### src/rtl/td4_run_ctrl.sv
`default_nettype none
// +----------------------------------------------------------------------------+
// | td4_run_ctrl : run/halt/step/breakpoint clock-enable controller for a TD4  |
// | Rev 1.0                                                                    |
// +----------------------------------------------------------------------------+
module td4_run_ctrl #(
  parameter int CNT_W = 8
) (
  input  logic             clk,
  input  logic             rst,
  input  logic             cmd_valid,
  output logic             cmd_ready,
  input  logic [2:0]       cmd,
  input  logic [3:0]       cmd_arg,
  input  logic [1:0]       div_sel,
  input  logic [3:0]       pc,
  output logic             cpu_en,
  output logic [1:0]       state,
  output logic             bp_hit,
  output logic [CNT_W-1:0] inst_cnt
);

  typedef enum logic [1:0] {
    ST_HALT  = 2'd0,
    ST_RUN   = 2'd1,
    ST_STEP  = 2'd2,
    ST_BREAK = 2'd3
  } state_t;

  localparam logic [2:0] CMD_RUN     = 3'd1;
  localparam logic [2:0] CMD_HALT    = 3'd2;
  localparam logic [2:0] CMD_STEP    = 3'd3;
  localparam logic [2:0] CMD_SET_BP  = 3'd4;
  localparam logic [2:0] CMD_CLR_BP  = 3'd5;
  localparam logic [2:0] CMD_CLR_CNT = 3'd6;

  localparam logic [CNT_W-1:0] CNT_ONE = {{(CNT_W-1){1'b0}}, 1'b1};

  state_t           state_q, state_d;
  logic [7:0]       cnt_q, cnt_d;
  logic             bp_en_q, bp_en_d;
  logic [3:0]       bp_addr_q, bp_addr_d;
  logic             skip_bp_q, skip_bp_d;
  logic [CNT_W-1:0] inst_cnt_q, inst_cnt_d;

  logic [7:0]       lim_m1;
  logic             tick;
  logic             cmd_acc;
  logic             bp_match;

  always_comb begin
    lim_m1 = 8'd0;
    case (div_sel)
      2'd0: lim_m1 = 8'd0;
      2'd1: lim_m1 = 8'd3;
      2'd2: lim_m1 = 8'd15;
      2'd3: lim_m1 = 8'd255;
      default: lim_m1 = 8'd0;
    endcase
  end

  assign tick      = (cnt_q == lim_m1);
  assign cmd_ready = rst || (state_q != ST_STEP);
  assign cmd_acc   = cmd_valid && cmd_ready && !rst;
  assign bp_match  = bp_en_q && (pc == bp_addr_q) && !skip_bp_q;

  // Issue decision uses registered state only, so a same-cycle HALT cannot cancel a tick.
  assign cpu_en = !rst && tick &&
                  (((state_q == ST_RUN) && !bp_match) || (state_q == ST_STEP));
  assign bp_hit = !rst && tick && (state_q == ST_RUN) && bp_match;

  assign state    = state_q;
  assign inst_cnt = inst_cnt_q;

  always_comb begin
    state_d    = state_q;
    cnt_d      = tick ? 8'd0 : cnt_q + 8'd1;
    bp_en_d    = bp_en_q;
    bp_addr_d  = bp_addr_q;
    skip_bp_d  = skip_bp_q;
    inst_cnt_d = inst_cnt_q;

    if (bp_hit)
      state_d = ST_BREAK;
    else if ((state_q == ST_STEP) && tick)
      state_d = ST_HALT;

    if (cpu_en) begin
      skip_bp_d = 1'b0;
      if (!(&inst_cnt_q))
        inst_cnt_d = inst_cnt_q + CNT_ONE;
    end

    if (cmd_acc) begin
      case (cmd)
        CMD_RUN, CMD_STEP: begin
          state_d = (cmd == CMD_RUN) ? ST_RUN : ST_STEP;
          cnt_d   = 8'd0;
          if (state_q == ST_BREAK)
            skip_bp_d = 1'b1;
        end
        CMD_HALT:    state_d = ST_HALT;
        CMD_SET_BP: begin
          bp_addr_d = cmd_arg;
          bp_en_d   = 1'b1;
        end
        CMD_CLR_BP:  bp_en_d    = 1'b0;
        CMD_CLR_CNT: inst_cnt_d = '0;
        default: ;
      endcase
    end
  end

  always_ff @(posedge clk) begin
    if (rst) begin
      state_q    <= ST_HALT;
      cnt_q      <= 8'd0;
      bp_en_q    <= 1'b0;
      bp_addr_q  <= 4'd0;
      skip_bp_q  <= 1'b0;
      inst_cnt_q <= '0;
    end else begin
      state_q    <= state_d;
      cnt_q      <= cnt_d;
      bp_en_q    <= bp_en_d;
      bp_addr_q  <= bp_addr_d;
      skip_bp_q  <= skip_bp_d;
      inst_cnt_q <= inst_cnt_d;
    end
  end

endmodule
`default_nettype wire
### config.mk
export PLATFORM = sky130hd
export DESIGN_NAME = td4_run_ctrl
export DESIGN_NICKNAME = d
export VERILOG_FILES = /design/src/rtl/td4_run_ctrl.sv
export SDC_FILE = /design/constraint.sdc
export NUM_CORES = 1
export LEC_CHECK = 0
export BUFFER_PORTS_ARGS = -buffer_cell sky130_fd_sc_hd__clkbuf_2
export CORE_MARGIN = 3
export CORE_UTILIZATION = 35
export CTS_CLUSTER_DIAMETER = 200
export DETAILED_ROUTE_END_ITERATION = 16
export HOLD_SLACK_MARGIN = 0.03
export PLACE_DENSITY = 0.65
export REMOVE_ABC_BUFFERS = 1
export SYNTH_ARGS = -nofsm -noshare
export SYNTH_HDL_FRONTEND = slang
export SYNTH_SLANG_ARGS = --single-unit
### constraint.sdc
create_clock -name clk -period 3.5 [get_ports clk]
set_input_delay 0.7 -clock clk [delete_from_list [all_inputs] [get_ports clk]]
set_output_delay 0.7 -clock clk [all_outputs]
set_load 0.01 [all_outputs]
Word-level counts from Yosys, hierarchy flattened

Cells that the tools add are included.

Add/sub/neg operators: 2
$mul: 0
Div/mod/pow operators: 0
Magnitude comparators: 0
Eq/ne operators: 15
Shift-type cells: 0
Mux-type cells: 18
Bitwise gates (word level): 0
Reductions and logical operators: 21

Operators with widths:

| cell                                                            | count |
|---|---|
| 8-bit two-way mux                                               | 7 |
| 8-bit case mux with 4 select lines                              | 1 |
| 8-bit by 1-bit adder with 8-bit output, second input constant   | 2 |
| 1-bit logical AND                                               | 10 |
| 3-bit == test, second input constant                            | 3 |
| 2-bit == test, second input constant                            | 4 |
| 8-bit == test                                                   | 1 |
| 2-bit two-way mux                                               | 4 |
| 8-bit AND reduction                                             | 1 |
| 3-bit by 2-bit == test with 1-bit output, second input constant | 2 |
| 2-bit by 1-bit == test with 1-bit output, second input constant | 2 |
| 4-bit == test                                                   | 1 |
| 1-bit two-way mux                                               | 4 |
| 2-bit case mux with 2 select lines                              | 1 |
| 2-bit AND reduction                                             | 2 |
| 3-bit by 1-bit == test with 1-bit output, second input constant | 1 |
| 1-bit zero test                                                 | 3 |
| 2-bit zero test                                                 | 1 |
| 1-bit logical OR                                                | 2 |
| 2-bit != test, second input constant                            | 1 |
| 1-bit case mux with 2 select lines                              | 1 |
| 2-bit nonzero test                                              | 1 |
| 2-bit OR reduction                                              | 1 |

Bits in registers: 24
Latch bits: 0
Bits in writable memories: 0
ROM bits: 0
Input port bits: 16
Output and inout port bits: 13
Memories: 0

Longest topological paths before layout

Depth after elaboration: 11
Depth in mapped cells: 7

Worst setup path before layout

No wires, ideal clock.

Path kind: in2out
From: input port pc[1]
To: output port bp_hit
Arrival: 1.989 ns
Required time: 2.800 ns
Setup slack: 0.811 ns
Stages: 5
Cell sequence: xor2_1 -> nor3_1 -> and3_1 -> nand3_1 -> nor4b_1

Cells in the longest elaborated chain, start to end: 4

Ends and longest elaborated chain:

| item                            | line | source |
|---|---|---|
| start, declared                 | 16   | `input logic [3:0] pc,` |
| 4-bit == test                   | 65   | `assign bp_match = bp_en_q && (pc == bp_addr_q) && !skip_bp_q;` |
| 1-bit logical AND (2 in series) | 65   |  |
| 1-bit logical AND               | 70   | `assign bp_hit = !rst && tick && (state_q == ST_RUN) && bp_match;` |
| end, declared                   | 19   | `output logic bp_hit,` |

No other way between the ends.

Final worst setup path

Same ends and word-level chain as after synthesis.

==> run metrics <==
GR Util All Layers 13.93%; Hold Vio Cnt, Final 0; CP peak stage delay 0.47 ns; Layout area overhead 16.89%; CTS tree yes; critical path arrival 2.24 ns; Worst Skew 0.001491 ns; Post-synth EDFFs 0; count leader, synth dfxtp_1; Clock power frac 32.7%; synthesized flop and latch total 24; Worst Tran Pin Value 0.5317 ns; first-pass GRT wire length 4.892 mm; gr ovfl total 0; antenna cells 0; Leak 0.6073 nW; worst slack at placement 0.5012 ns; crit share post-route 84.12%; routed length per instance 12.27 um; synth warn 0; post-synth cell types 47; top cells by count, synth dfxtp_1, nor2_1, nand2_1, nand3_1, xor2_1; Post-Synth XOR/XNOR Area 7.970%; vias in the first global route 1115; Comb power frac 10.9%; Power Internal 0.3782 mW; share of layout cells above drive strength 1 22.16%; Die Y 67.39 um; post-cts hold buffer count 0; HP Class register to register; minimum clock period 2.944 ns; Psw 0.1257 mW; largest net degree at the start of global routing 18; CP Class primary input to output pin; Post-CTS Resized 0; post-route ant nets 0; Die Wd 67.39 um; top-area cell type share of the netlist area 36.43%; clock-pin slew on the worst setup and hold paths 0.08 ns; number of port buffers 28; run status finished clean; critical path's slowest cell nor3_1; TNS Setup 0 ns; adder-cell area share of the yosys netlist 1.898%; CTS max path bufs 2; Avg Vias per Cell 5.229; Sw Share 24.95%; root buf cell clkbuf_8; Buf+Inv Stages, Crit Path 2; largest family of logic cells by synthesized area simple AND/OR/NAND/NOR gates; core outline area 3468 sq um; sequential share of power 56.4%; deepest level of the CTS H-tree 1; Seq/Total Area, Yosys 36.43%; complex-gate fraction of the synthesized area 16.98%; I/O Pins 29; Critical Path RT 2.80 ns; Simple-Gate Fraction of Synth Area 29.98%; Slew Viols, Final 0; Crit path top cell by count clkbuf_2; setup violators final 0; register area 480.5 sq um; Cell Area, Placed 1500 sq um; Die ar. 4541 sq um; TritonRoute pass-1 iters 4; GP Congestion 0.7550; Power Dens Cells 326.9 nW/um^2; clock latency on the worst-skew pair 0.27 ns; largest delay contributor family on the critical path simple AND/OR/NAND/NOR gates; worst hold margin 0.4920 ns; TritonCTS Buffers 3; initial DRC count 41; Finished Core Util 44.44%; site row count 21; Synth area leaders dfxtp_1, nor2_1, xor2_1; Main synth FF type dfxtp_1; vias post-DR 1208; # DRC 0; flop-to-flop setup slack 1.67 ns; final wirelength 2.834 mm; MaxCap Viol Count 0; Slew HR 64.28%; Mapped Cells 158; Sink Count 24; post-route cell area 1541 sq um; hpwl dp 2.150 mm; Initial Utilization 38.02%; # fillers 367; mapped cell area 1319 sq um; IR drop worst, VDD 246.7 uV; mean area per synthesized cell 8.347 sq um; fmax 339.7 MHz; Yosys top cell by area dfxtp_1; mux contribution to synthesized area 3.795%; critical path peak fanout 6; fin nets 205; crit start category primary input; RSZ-0062 raised after global routing false; crit-path cells clkbuf_2 -> xor2_1 -> nor3_1 -> and3_1 -> nand3_1 -> nor4b_1 -> clkbuf_2; Multi-input gate area 799.5 sq um; initial antenna violation count 0; CP endpoint kind output pin; post-CTS setup buffers 0; fraction of registers with async set/reset 0%; slack of the critical path 0.5559 ns
==> power by group through the flow <==
stage	registers [mW]	logic, mW	clock network [mW]
after floorplan	0.290	0.0317	0
after global placement	0.291	0.0550	0
after detailed placement	0.291	0.0554	0
after CTS	0.284	0.0556	0.173
after global routing	0.285	0.0623	0.179
final	0.284	0.0550	0.165
==> cells in the final DEF (no fill, tap or decap), types with 2 or more instances in the layout <==
| cell | count |
|---|---|
| a31oi_1 | 4 |
| and4b_1 | 2 |
| xor2_1 | 8 |
| nand3_1 | 12 |
| inv_1 | 4 |
| nand4_1 | 3 |
| a211oi_1 | 5 |
| clkbuf_8 | 3 |
| nor2_1 | 21 |
| nand2_1 | 13 |
| ha_1 | 2 |
| a21oi_1 | 7 |
| and3_1 | 2 |
| clkbuf_2 | 28 |
| o311ai_0 | 2 |
| xnor2_1 | 4 |
| and4_1 | 2 |
| dfxtp_1 | 24 |
| nor3_1 | 5 |
| or2_2 | 2 |
| mux2i_1 | 5 |
| nand2b_1 | 2 |
==> cells by family (layout without fill, tap and decap cells) <==
| kind of cell | after synthesis | in the layout |
|---|---|---|
| simple gates | 75 | 75 |
| compound gates | 31 | 31 |
| flops | 24 | 24 |
| xor+xnor | 12 | 12 |
| buf+inv | 9 | 36 |
| mux | 5 | 5 |
| fa+ha+maj | 2 | 2 |
==> worst register-to-register path, cell delays in order, from the launching register on <==
cell and delay (ns):
dfxtp_1 0.36, ha_1 0.24, and4_1 0.28, a211o_2 0.35, a21oi_1 0.25, nand3_1 0.13, mux2i_1 0.13
==> layout make-up <==
cell class	instances	share of cell area, %
multi-input combinational	125	51.87
sequential	24	31.17
timing repair buffer	29	9.578
tap	46	3.734
clock buffer	3	2.679
inverter	4	0.9740
==> sequential cells by signal, summed over array words and instances (netlist names) <==
name / cells
bp_addr_q: 4
bp_en_q: 1
cnt_q: 8
inst_cnt: 8
skip_bp_q: 1
state: 2
==> per-stage QoR <==
step	power, mW	cells
finish	0.5039	231
global route	0.5272	231
CTS	0.5131	231
detailed placement	0.3460	228
global placement	0.3457	228
floorplan	0.3215	153
==> final timing paths <==
kind,cells after the start,to,start
worst min register to register,2,skip_bp_q,skip_bp_q
worst max-delay path,7,bp_hit,pc[1]
worst min-delay path,2,skip_bp_q,skip_bp_q
worst max register to register,6,inst_cnt[2],inst_cnt[0]
==> layer usage <==
layer | wire length [um] | track usage (%) | share of wire (%)
met1 | 1383 | 18.14 | 49
met2 | 1294 | 22.70 | 46
met3 | 124 | 3.661 | 4.4
met4 | 31 | 3.797 | 1.1
met5 | 0 | 0 | 0
Note: power is estimated with default switching activity, not from simulation.
